<file path="src/rtl/pad_bidir_ctrl.sv">
// Core-side controller for an array of bidirectional pad cells: sequences output
// enables through a bus-turnaround gap and synchronises/glitch-filters pad inputs.
module pad_bidir_ctrl #(
  parameter int NumPads    = 4,
  parameter int SyncStages = 2,
  parameter int FiltCycles = 3,
  parameter int TurnCycles = 2
) (
  input  logic               clk_i,
  input  logic               rst_i,
  input  logic [NumPads-1:0] out_en_i,
  input  logic [NumPads-1:0] out_val_i,
  output logic [NumPads-1:0] pad_din_o,
  output logic [NumPads-1:0] pad_oen_o,
  input  logic [NumPads-1:0] pad_dout_i,
  output logic [NumPads-1:0] in_val_o,
  output logic [NumPads-1:0] in_rise_o,
  output logic [NumPads-1:0] in_fall_o,
  output logic [NumPads-1:0] driving_o
);

  localparam int TW = (TurnCycles > 0) ? $clog2(TurnCycles + 1) : 1;
  localparam int CW = $clog2(FiltCycles + 1);

  typedef enum logic [1:0] {
    ST_HIZ   = 2'd0,
    ST_TURN  = 2'd1,
    ST_DRIVE = 2'd2
  } state_e;

  state_e                state_q [NumPads];
  state_e                state_d [NumPads];
  logic [TW-1:0]         turn_q  [NumPads];
  logic [TW-1:0]         turn_d  [NumPads];
  logic [SyncStages-1:0] sync_q  [NumPads];
  logic [SyncStages-1:0] sync_d  [NumPads];
  logic [CW-1:0]         filt_q  [NumPads];
  logic [CW-1:0]         filt_d  [NumPads];

  logic [NumPads-1:0] din_q, din_d;
  logic [NumPads-1:0] oen_q, oen_d;
  logic [NumPads-1:0] drv_q, drv_d;
  logic [NumPads-1:0] in_val_q, in_val_d;
  logic [NumPads-1:0] rise_q, rise_d;
  logic [NumPads-1:0] fall_q, fall_d;

  // Output enable and driving flag follow the registered state, so driving starts
  // one cycle after the FSM reaches DRIVE and releases one cycle after it leaves.
  always_comb begin
    din_d    = out_val_i;
    oen_d    = '1;
    drv_d    = '0;
    in_val_d = in_val_q;
    rise_d   = '0;
    fall_d   = '0;
    for (int i = 0; i < NumPads; i++) begin
      state_d[i] = state_q[i];
      turn_d[i]  = turn_q[i];
      sync_d[i]  = {sync_q[i][SyncStages-2:0], pad_dout_i[i]};
      filt_d[i]  = filt_q[i];

      oen_d[i] = (state_q[i] != ST_DRIVE);
      drv_d[i] = (state_q[i] == ST_DRIVE);

      case (state_q[i])
        ST_HIZ: begin
          if (out_en_i[i]) begin
            if (TurnCycles == 0) begin
              state_d[i] = ST_DRIVE;
            end else begin
              state_d[i] = ST_TURN;
              turn_d[i]  = TW'(TurnCycles);
            end
          end
        end
        ST_TURN: begin
          if (!out_en_i[i]) begin
            state_d[i] = ST_HIZ;
          end else if (turn_q[i] == TW'(1)) begin
            state_d[i] = ST_DRIVE;
          end else begin
            turn_d[i] = turn_q[i] - TW'(1);
          end
        end
        ST_DRIVE: begin
          if (!out_en_i[i]) begin
            state_d[i] = ST_HIZ;
          end
        end
        default: state_d[i] = ST_HIZ;
      endcase

      // Accept on the cycle the run of differing samples reaches FiltCycles.
      if (sync_q[i][SyncStages-1] == in_val_q[i]) begin
        filt_d[i] = '0;
      end else if (filt_q[i] >= CW'(FiltCycles - 1)) begin
        filt_d[i]   = '0;
        in_val_d[i] = sync_q[i][SyncStages-1];
        rise_d[i]   = sync_q[i][SyncStages-1];
        fall_d[i]   = ~sync_q[i][SyncStages-1];
      end else begin
        filt_d[i] = filt_q[i] + CW'(1);
      end
    end
  end

  always_ff @(posedge clk_i) begin
    if (rst_i) begin
      din_q    <= '0;
      oen_q    <= '1;
      drv_q    <= '0;
      in_val_q <= '0;
      rise_q   <= '0;
      fall_q   <= '0;
      for (int i = 0; i < NumPads; i++) begin
        state_q[i] <= ST_HIZ;
        turn_q[i]  <= '0;
        sync_q[i]  <= '0;
        filt_q[i]  <= '0;
      end
    end else begin
      din_q    <= din_d;
      oen_q    <= oen_d;
      drv_q    <= drv_d;
      in_val_q <= in_val_d;
      rise_q   <= rise_d;
      fall_q   <= fall_d;
      for (int i = 0; i < NumPads; i++) begin
        state_q[i] <= state_d[i];
        turn_q[i]  <= turn_d[i];
        sync_q[i]  <= sync_d[i];
        filt_q[i]  <= filt_d[i];
      end
    end
  end

  assign pad_din_o = din_q;
  assign pad_oen_o = oen_q;
  assign driving_o = drv_q;
  assign in_val_o  = in_val_q;
  assign in_rise_o = rise_q;
  assign in_fall_o = fall_q;

endmodule
</file>
<file path="config.mk">
export PLATFORM = sky130hd
export DESIGN_NAME = pad_bidir_ctrl
export DESIGN_NICKNAME = d
export VERILOG_FILES = /design/src/rtl/pad_bidir_ctrl.sv
export SDC_FILE = /design/constraint.sdc
export NUM_CORES = 1
export LEC_CHECK = 0
export CORE_MARGIN = 2
export CORE_UTILIZATION = 50
export CTS_CLUSTER_DIAMETER = 40
export DETAILED_ROUTE_END_ITERATION = 12
export DONT_BUFFER_PORTS = 1
export HOLD_SLACK_MARGIN = 0.1
export PLACE_DENSITY_LB_ADDON = 0.05
export SYNTH_ARGS = -nofsm -noshare
export SYNTH_HDL_FRONTEND = slang
export SYNTH_SLANG_ARGS = --single-unit
export TNS_END_PERCENT = 100
</file>
<file path="constraint.sdc">
create_clock -name clk_i -period 1.5 [get_ports clk_i]
set_clock_uncertainty 0.2 [all_clocks]
set_input_delay 0.225 -clock clk_i [delete_from_list [all_inputs] [get_ports clk_i]]
set_output_delay 0.225 -clock clk_i [all_outputs]
set_load 0.01 [all_outputs]
</file>
Word level (Yosys, flattened, before mapping)
Memory sizes are Yosys's and may differ from the RTL's.
Cells that the tools add are included.
{"block": "op_classes", "addsub": 8, "n_lt_le_gt_ge": 4, "eq_ne": 20, "mux": 63, "bitwise": 28, "reduce_logical": 12}
{"op": "2-to-1 mux 2 bit", "count": 52}
{"op": "case mux 2 bit (3 select lines)", "count": 4}
{"op": "== test 2 x 1 -> 1 bit (second input constant)", "count": 8}
{"op": "OR 1 bit", "count": 16}
{"op": "case mux 2 bit (2 select lines)", "count": 4}
{"op": "inverter 1 bit", "count": 12}
{"op": "OR reduction 3 bit", "count": 4}
{"op": "adder 2 x 1 -> 2 bit (second input constant)", "count": 4}
{"op": "== test 2 bit (second input constant)", "count": 4}
{"op": ">= comparator 2 bit (second input constant)", "count": 4}
{"op": "zero test 2 bit", "count": 4}
{"op": "inequality test 2 bit (second input constant)", "count": 4}
{"op": "AND reduction 2 bit", "count": 4}
{"op": "subtractor 2 x 1 -> 2 bit (second input constant)", "count": 4}
{"op": "== test 1 bit", "count": 4}
{"op": "2-to-1 mux 1 bit", "count": 3}
{"block": "word_totals", "ff_bits": 24, "ram_bits": 32, "input_bits": 14, "out_inout_bits": 24, "word_cells": 154, "n_memories": 4}
{"memory": "filt_q", "words": 4, "word_bits": 2, "rd": 4, "rd_clocked_by_memory_dff": 0, "write_ports": 4, "line_no": "37", "source": "logic [CW-1:0] filt_q [NumPads];"}
{"memory": "state_q", "words": 4, "word_bits": 2, "rd": 4, "rd_clocked_by_memory_dff": 0, "write_ports": 4, "line_no": "31", "source": "state_e state_q [NumPads];"}
{"memory": "sync_q", "words": 4, "word_bits": 2, "rd": 4, "rd_clocked_by_memory_dff": 0, "write_ports": 4, "line_no": "35", "source": "logic [SyncStages-1:0] sync_q [NumPads];"}
{"memory": "turn_q", "words": 4, "word_bits": 2, "rd": 4, "rd_clocked_by_memory_dff": 0, "write_ports": 4, "line_no": "33", "source": "logic [TW-1:0] turn_q [NumPads];"}

Depth between registers and ports, before layout
Gate-level depths: netlist of run 1.
{"block": "logic_depth", "word_depth": 5, "mapped_depth": 5, "mapped_depth_nobuf": 5}

Worst setup path after synthesis of run 1
OpenSTA, ideal clock, no wires.
{"block": "synth_path", "kind": "register to register", "from": "mem turn_q[0][1] (netlist name)", "to": "mem turn_q[0][0] (netlist name)", "setup_time_ns": 0.074, "arrival_time_ns": 1.192, "required_time_ns": 1.226, "path_slack_ns": 0.034, "stages_incl_launch_ff": 5, "n_path_buf": 0, "synth_period_minus_slack_ns": 1.466, "cell_sequence": "dfxtp_1 inv_1 ha_1 or4b_1 a31oi_1"}
{"element": "start, declared", "line_no": "33"}

==> results.md, run 1 <==
Status:
- The flow ran to the end, but the final reports show violations.
- The final reports fail on negative hold slack.

Drt:
- The count of nets left with antenna violations once routing finished came out at 0.
- The final wirelength is 3260 microns.
- After detailed routing, the number of vias per cell comes to 5.23.
- The DRC marker count from the first detailed-route iteration is 70.
- The count of TritonRoute iterations in the first routing pass is 4.
- The routed layout has 1397 vias.
- Dividing the detail-routed wire length by the instance count gives 12.2 microns.
- The post-detailed-route DRC marker count is 0.

Hold path:
- The worst hold path begins at out_en_i[0].
- The tightest min-delay check is of the input pin to register type.

Global route:
- Entering global routing, the biggest net connects 48 pins.
- Summed over all layers, the global routing overflow is 0.
- The global router's overall resource usage is between 10% and 20%.
- The number of global-route vias before repair is 1391.
- The first-pass GRT wire length is 5720 microns.
- The initial antenna violation count is 0.

CTS:
- The deepest clock path buffer count is 2.
- The CTS tree is done.
- The number of sinks on the clock net is 56.
- The TritonCTS buffer count is 5.
- Buffers inserted to repair hold after CTS numbered 24.
- The clock insertion delay at the later pin of the skew report is 0.30 ns.
- The clock transition at the register clock pins on the worst setup and hold paths after CTS is approximately 0.09 ns.
- The clock root buffer is sky130_fd_sc_hd__clkbuf_8.
- The H-tree generated during clock tree synthesis spans 2 levels.

Pwr:
- The power per unit of standard cell area is 1030 nW/um^2.
- The overall power is roughly 0.0026 W.
- Across the VDD grid, the largest voltage drop is 0.658 mV.
- For this design the static power due to leakage is approximately 1.0 nW.

Synthesis:
- The cell count after synthesis came out at 189.
- The main flop type after synthesis is sky130_fd_sc_hd__dfxtp_1.
- Each instance of the synthesized netlist takes up on average 10.6 sq um.
- Summing the sequential cell areas from Yosys gives 56.1% of the chip area.
- The fraction of registers with async set/reset is 0%.
- The synthesis warning total is 0.
- The number of distinct library cells after synthesis is 25.
- Yosys mapped a number of flops with a built-in enable equal to 0.
- The post-synthesis register bit count is 56.
- Synthesis produced a netlist with a net count of 211.
- The post-synthesis instance area is 2000 sq um.

Place:
- The routability-driven placement congestion ratio is 0.684.
- After legalization and detailed placement, the total HPWL measured 2050 microns.
- The count of input and output buffers is 0.
- The post-place setup slack is -0.0295 ns.

Cells and area:
- The area growth from synthesis to layout is 25.0%.
- The diode insertion count for antenna repair is 0.
- The count of nets after finishing is 241.
- Cells with a size suffix above 1 make up 15.5% of the layout.
- The fill cell total of the finished layout is between 200 and 300.
- In the layout the commonest cells are sky130_fd_sc_hd__dfxtp_1 (47), sky130_fd_sc_hd__dlygate4sd3_1 (19), sky130_fd_sc_hd__nor2_1 (14), sky130_fd_sc_hd__nor2b_1 (12), sky130_fd_sc_hd__nand2_1 (12).
- The library cell used most frequently in the layout, excluding fill and tap cells, is sky130_fd_sc_hd__dfxtp_1.

Timing:
- Setup violations remaining at the end of the flow were counted as 0.
- Setup repair after global routing left no endpoint under its margin.
- The worst slew margin relative to its limit is 77.7%.
- The highest achievable clock rate is 0.688 GHz.
- The part of the cycle the worst path needs is 96.9%.
- The worst path setup slack after routing is 0.0462 ns.
- The final-report max-slew violation count is 0.
- The number of hold violations in the final report is 3.
- For the pin with the worst max-slew slack, the measured transition is ~0.33 ns.
- The minimum period implied by the final worst setup slack is between 1 and 1.5 ns.
- Final hold analysis gives a worst-case slack of -0.121 ns.

Critical path:
- The startpoint identified for the worst register-to-register timing path is turn_q[3][1].
- The start-to-end type of the worst setup path is register to register.
- The type of destination of the critical path is a register.
- Across all register-to-register paths, the minimum setup slack is 0.05 ns.
- The critical path launch point type is a register.
- The critical path required time is 1.54 ns.
- In this run the worst path has a maximum fanout of 2.
- The source of the critical timing path is turn_q[3][1].
- Data on the critical path arrives at its endpoint at 1.49 ns.

Floorplanning:
- The die outline height is 67.2 microns.
- The floorplan has 22 rows.
- The region available for standard cell placement spans between 3000 and 4000 sq um.
- Once the floorplan was initialized, standard cells occupied 53.4% of the core.
- In this run the horizontal extent of the chip is about 67 microns.
- The boundary pin count is 38.
- The floorplan step defined a die boundary enclosing ~4500 sq um.

Job:
- The max-capacitance violation count is 0.
[Yosys cell counts, types with 3 or more instances]
master                     instances  share of area [%]
sky130_fd_sc_hd__nand2_1          12                2.3
sky130_fd_sc_hd__nand2b_1          6                1.9
sky130_fd_sc_hd__nor4bb_1          6                3.0
sky130_fd_sc_hd__nand2b_4          4                2.8
sky130_fd_sc_hd__nor2_1           14                2.6
sky130_fd_sc_hd__clkbuf_1          3               0.56
sky130_fd_sc_hd__o31ai_1           4                1.5
sky130_fd_sc_hd__and3b_1           4                1.8
sky130_fd_sc_hd__a31oi_1           4                1.3
sky130_fd_sc_hd__inv_1            12                2.3
sky130_fd_sc_hd__nor2b_1          12                3.8
sky130_fd_sc_hd__dfxtp_1          56                 56
sky130_fd_sc_hd__a221oi_1          4                1.8
sky130_fd_sc_hd__nand3b_1          4                1.5
sky130_fd_sc_hd__nor3b_1           4                1.5
sky130_fd_sc_hd__ha_1              8                5.0
sky130_fd_sc_hd__o21ai_0           8                2.0
sky130_fd_sc_hd__a21oi_1           4                1.0
sky130_fd_sc_hd__xor2_1            4                1.8
sky130_fd_sc_hd__or4b_1            4                2.0
sky130_fd_sc_hd__nand3_1           4                1.0
[worst max-delay path, cell delays in order (launching register included)]
cell,delay (ns)
sky130_fd_sc_hd__dfxtp_2,0.33
sky130_fd_sc_hd__inv_1,0.05
sky130_fd_sc_hd__ha_2,0.16
sky130_fd_sc_hd__or4b_1,0.47
sky130_fd_sc_hd__a31oi_1,0.17
[cell type report]
cell class                 instances  area [sq um]  share of cell area [%]
sequential                        56          1140                    45.5
multi-input combinational        116           870                    34.8
timing repair buffer              28           290                    11.6
clock buffer                       7          96.3                    3.86
tap                               48          60.1                    2.40
inverter                          12          45.0                    1.80
[worst paths after layout]
| kind | end | cells after the start |
|---|---|---|
| worst min register to register | filt_q[2][0] | 1 |
| worst min-delay path | state_q[0][0] | 2 |
| worst max-delay path | turn_q[3][0] | 4 |
| worst max register to register | turn_q[3][0] | 4 |
[registers in the layout, indices dropped and copies added, names as in the netlist]
name,count
in_rise_o,4
pad_din_o,4
in_fall_o,4
in_val_o,4
driving_o,4
sync_q,8
state_q,8
turn_q,8
pad_oen_o,4
filt_q,8
[per-stage QoR]
step                std cells  area (sq um)  hold slack (ns)  utilization [%]  setup TNS, ns
floorplan                 189          2000            0.153                -              0
global placement          236          2070           0.0976             55.2              0
detailed placement        236          2070            0.101             55.2        -0.0295
CTS                       267          2410           -0.137             64.5              0
global route              267          2500           -0.124             66.7              0
finish                    267          2500           -0.121             66.7              0
[where the power goes]
group / switching (W) / internal (W) / total (W)
clock: 0.000435 / 0.000412 / 0.000846
sequential: 0.0000291 / 0.00152 / 0.00155
combinational: 0.0000724 / 0.000103 / 0.000176
[layer usage]
metal  up-vias  track usage [%]  part of all wire, %
met5         -                0                    0
met4         0             8.16                  1.9
met3         6             5.83                  4.5
met2        35             29.8                   49
met1       650             18.2                   44
li1        706                -                    -
[cells by family (layout without fill, tap and decap cells)]
| kind of cell | after synthesis | after routing | share of synthesized area, % |
|---|---|---|---|
| flip-flops | 56 | 56 | 56.1 |
| XOR/XNOR | 4 | 4 | 1.75 |
| buffers and inverters | 17 | 47 | 3.32 |
| AND/OR/NAND/NOR | 80 | 80 | 26.3 |
| adder cells (fa/ha/maj) | 8 | 8 | 5.01 |
| AO/OA/AOI/OAI | 24 | 24 | 7.51 |
[timing repair]
item,CTS,global route
cloned,0,0
endpoints found under the hold margin,56,28
gates resized for setup,1,25
pin swaps,3,6
endpoints found under the setup margin,2,7
setup buffers,0,0
Note: power is estimated with default switching activity, not from simulation.
==> run 2: changes to the inputs <==
Settings changed: ABC_AREA from default to 1, CAP_MARGIN from default to 30.
==> run 2 against run 1 <==
The flow now finishes without violations. Register-to-register slack better by 0.12 ns. Die area increased by 3.8%. Global-route usage shrank 1.9 points. Final cell count rose by 23%. Synthesized area increased by 4.0%. Combinational power up 9%. Sequential cell count stayed put. Clock power fell by 3.5%. Maximum frequency increased by 2.5%. Power fell by 0.43%. Synthesized cell count increased by 33%. Count of clock-buffer cells in the layout decreased by 1. Critical path type is now input pin to register. Largest cell class unchanged.
==> results.md, run 2 <==
Critical path:
- The critical path required time is 1.49 ns.
- STA classifies the critical path endpoint as a register.
- The critical path contains buffers and inverters numbering 3 combined.
- For this design, the slowest cell found on the critical path is sky130_fd_sc_hd__dlygate4sd3_1.
- The flop-to-flop setup slack is approximately 0.17 ns.
- The length in cells of the worst reg-to-reg path is 5.
- The data arrival time of the worst path is 1.41 ns.
- The critical path launch point type is an input pin.
- The maximum fanout encountered on the critical timing path is 1.
- In this run the critical register-to-register path is launched from turn_q[2][1].
- The worst register-to-register path ends at turn_q[2][1].
- In this design, the critical path's most frequently occurring cell is sky130_fd_sc_hd__dlygate4sd3_1.
- The start-to-end type of the worst setup path is input pin to register.
- Walking the worst path, the cells encountered are dlygate4sd3_1 > inv_1 > nor2_1 > dlygate4sd3_1.
- In this design, the largest share of critical-path delay is due to buffers and inverters.
- The maximum single-stage delay on the critical path is approximately 0.55 ns.

Timing:
- The part of the cycle the worst path needs is 94.6%.
- Subtracting the final worst setup slack from the clock period gives ~1.4 ns.
- The final setup violation count is 0.
- Setup repair after global routing left no endpoint under its margin.
- The final-report max-slew violation count was 0.
- Based on the critical path, the design can be clocked at up to roughly 0.70 GHz.
- In this run the tightest slew margin relative to its limit is 80.3%.
- For the pin with the worst max-slew slack, the measured transition is 0.295 ns.
- For the final routed database, the setup TNS stands at 0 ns.
- The number of hold violations in the final report came to 0.
- The worst path setup slack after routing is 0.0813 ns.

CTS:
- The root buffer cell chosen for the clock tree is sky130_fd_sc_hd__clkbuf_8.
- The clock tree synthesis step divided the H-tree into 2 levels.
- The TritonCTS buffer count is 5.
- The hold buffer count at cts is 27.
- For the worst-skew pair, the clock arrives at the later sink with an insertion delay of 0.30 ns.
- The clock transition at the register clock pins on the worst setup and hold paths after CTS is 0.09 ns.
- The post-CTS setup repair buffer count is 0.
- The CTS tree is done.
- Counting along the longest clock path gives a buffer depth of 2.
- In this run, post-CTS repair resized a total of 0 instances.
- CTS saw 56 sinks.

Cells and area:
- Leaving out fill and tap cells, the most frequent cell in the layout is sky130_fd_sc_hd__dfxtp_1.
- The fill cell total of the finished layout is 356.
- From synthesis to final layout, the design area changed by 18.1%.
- Of the cells placed in the final design, the portion with a size suffix greater than 1 is about 8.2%.
- Cells fill approximately 60% of the core in the end.
- In the layout the commonest cells are sky130_fd_sc_hd__dfxtp_1 (56), sky130_fd_sc_hd__nor2_1 (51), sky130_fd_sc_hd__inv_1 (49), sky130_fd_sc_hd__nand2_1 (38), sky130_fd_sc_hd__dlygate4sd3_1 (24).
- The area used by sequential logic in the layout is 1120 sq um.
- The count of nets after finishing is 300.
- The repair_antennas step left the layout with diodes totalling 0.
- The combined area of the multi-input logic cells is between 700 and 800 sq um.

Drt:
- In the routed layout, each cell is associated on average with a via count of 4.55.
- The final wirelength is 3230 microns.
- The DRC marker count from the first detailed-route iteration is 53.
- In this run the remaining antenna-violating nets after routing total 0.
- In the final routed layout, each cell accounts on average for between 9 and 10 microns.
- The first TritonRoute pass finished after 4 iterations.
- Detailed routing inserted a total of 1496 vias.
- For this run, design rule violations remaining after detail routing come to 0.

Pwr:
- For this design the total switching power over the nets is 0.000573 W.
- The part of the total power dissipated in combinational logic is under 10%.
- The internal power of the cells totals between 0.0015 and 0.002 W.
- The clock share of power is roughly a third.
- In this run the static leakage power is 1.07 nW.
- In this run the power density over the cells is approximately 1000 nW/um^2.
- VDD sags by at most 0.769 mV.
- The sequential share of power is 60.7%.
- Net switching is 22.4% of the power.

Floorplanning:
- The initial core utilization is 52.0%.
- The die boundary width is around 68 microns.
- For this design the top-level I/O count stands at 38.
- The region available for standard cell placement spans 4000 sq um.
- The floorplan step defined a die boundary enclosing 4690 sq um.
- The die outline height is 68.5 microns.
- The number of cell rows is 23.

Synthesis:
- Yosys mapped the design onto 19 distinct sky130hd cell types.
- In the synthesized netlist the dominant register cell turns out to be sky130_fd_sc_hd__dfxtp_1.
- The number of flops mapped to enable cells by yosys is 0.
- The post-synthesis instance area is 2080 sq um.
- Synthesis produced a netlist with a net count of 273.
- By area the synthesized netlist is led by sky130_fd_sc_hd__dfxtp_1 (54%), sky130_fd_sc_hd__nor2_1 (9.2%), sky130_fd_sc_hd__inv_1 (8.9%), sky130_fd_sc_hd__nand2_1 (6.9%), sky130_fd_sc_hd__ha_1 (4.8%).
- After synthesis, flip-flops and latches occupy between 50% and 60% of the total area.
- In this run the mean area of a mapped cell was between 8 and 9 sq um.
- sky130_fd_sc_hd__dfxtp_1 takes more of the synthesized area than any other cell.
- Counting flops and latches in the post-synthesis netlist gives 56.
- Synthesis produced a netlist whose cell count is around 250.
- The proportion of netlist area held by the largest area contributor is roughly 54%.
- The most common cell in the synthesized netlist is sky130_fd_sc_hd__dfxtp_1.
- After synthesis, the most frequently instantiated cells are sky130_fd_sc_hd__dfxtp_1 (56), sky130_fd_sc_hd__nor2_1 (51), sky130_fd_sc_hd__inv_1 (49), sky130_fd_sc_hd__nand2_1 (38).
- The fraction of registers with async set/reset is 0%.
- For this run, the number of Yosys warnings is 0.

Global route:
- For this run the aggregate overflow at the end of global routing stands at 0.
- The global router's overall resource usage is 15.0%.
- The pin count of the biggest net entering global routing is 34.
- The number of global-route vias before repair is 1261.
- The initial antenna violation count is 0.
- The first-pass GRT wire length is 5190 microns.

Place:
- The total half-perimeter wirelength after legalization and detailed placement is 2080 microns.
- At the end of routability-driven placement, the weighted congestion stood at 0.684.
- The count of input and output buffers is 0.
- At the placement stage, the worst setup path has a slack of approximately 0.18 ns.

Hold path:
- The worst hold path begins at rst_i.
- Counting instances, the worst hold path has a depth of 2.
- The sink of the worst hold path is in_fall_o[0].
- In this run the worst hold path is classified as input pin to register.

Job:
- The max-capacitance violation count is 0.

Status:
- The flow ran to the end, and the final reports show no timing, DRC or antenna violations.
## run 2: power groups by stage
| stage | combinational (W) | clock (W) | sequential (W) |
|---|---|---|---|
| floorplan | 0.000124 | 0 | 0.00159 |
| global placement | 0.000119 | 0 | 0.00159 |
| detailed placement | 0.000121 | 0 | 0.00159 |
| CTS | 0.000192 | 0.000855 | 0.00156 |
| global route | 0.000220 | 0.000891 | 0.00156 |
| finish | 0.000191 | 0.000816 | 0.00156 |
## run 2: cell type report
type	instances	share of cell area, %
Sequential cell	56	45.7
Clock buffer	6	3.37
Multi-Input combinational cell	140	29.7
Tap cell	50	2.55
Inverter	50	7.65
Clock inverter	2	0.408
Timing Repair Buffer	25	10.6
## run 2: per-layer routing
metal  vias to the layer above  global-route usage, %  share of wire, %
met2                        33                   24.3                44
met5                         -                      0                 0
met1                       643                   18.0                49
met3                         6                   5.59               5.2
li1                        814                      -                 -
met4                         0                   6.00               1.8
## run 2: worst max-delay path by stage
| stage | startpoint | to | slack [ns] | depth (start not counted) |
|---|---|---|---|---|
| floorplan | turn_q[2][1] | turn_q[2][1] | 0.21 | 5 |
| global placement | turn_q[2][0] | turn_q[2][1] | 0.19 | 4 |
| detailed placement | turn_q[2][1] | turn_q[2][1] | 0.18 | 5 |
| CTS | state_q[2][0] | pad_oen_o[2] | 0.03 | 5 |
| global route | out_val_i[1] | pad_din_o[1] | 0.06 | 4 |
| finish | out_val_i[0] | pad_din_o[0] | 0.08 | 4 |
## run 2: logic make-up after synthesis
logic type | synth area share, %
AND/OR/NAND/NOR | 26.1
flip-flops | 53.9
buffers and inverters | 11.0
AO/OA/AOI/OAI | 4.21
adder cells (fa/ha/maj) | 4.82
## run 2: per-stage QoR
stage / cells / total power (W) / hold slack, ns / cell area, sq um
floorplan: 251 / 0.00171 / 0.132 / 2080
global placement: 296 / 0.00171 / 0.0998 / 2100
detailed placement: 296 / 0.00171 / 0.101 / 2100
CTS: 331 / 0.00260 / -0.00217 / 2470
global route: 329 / 0.00267 / 0.0114 / 2450
finish: 329 / 0.00256 / 0.00917 / 2450
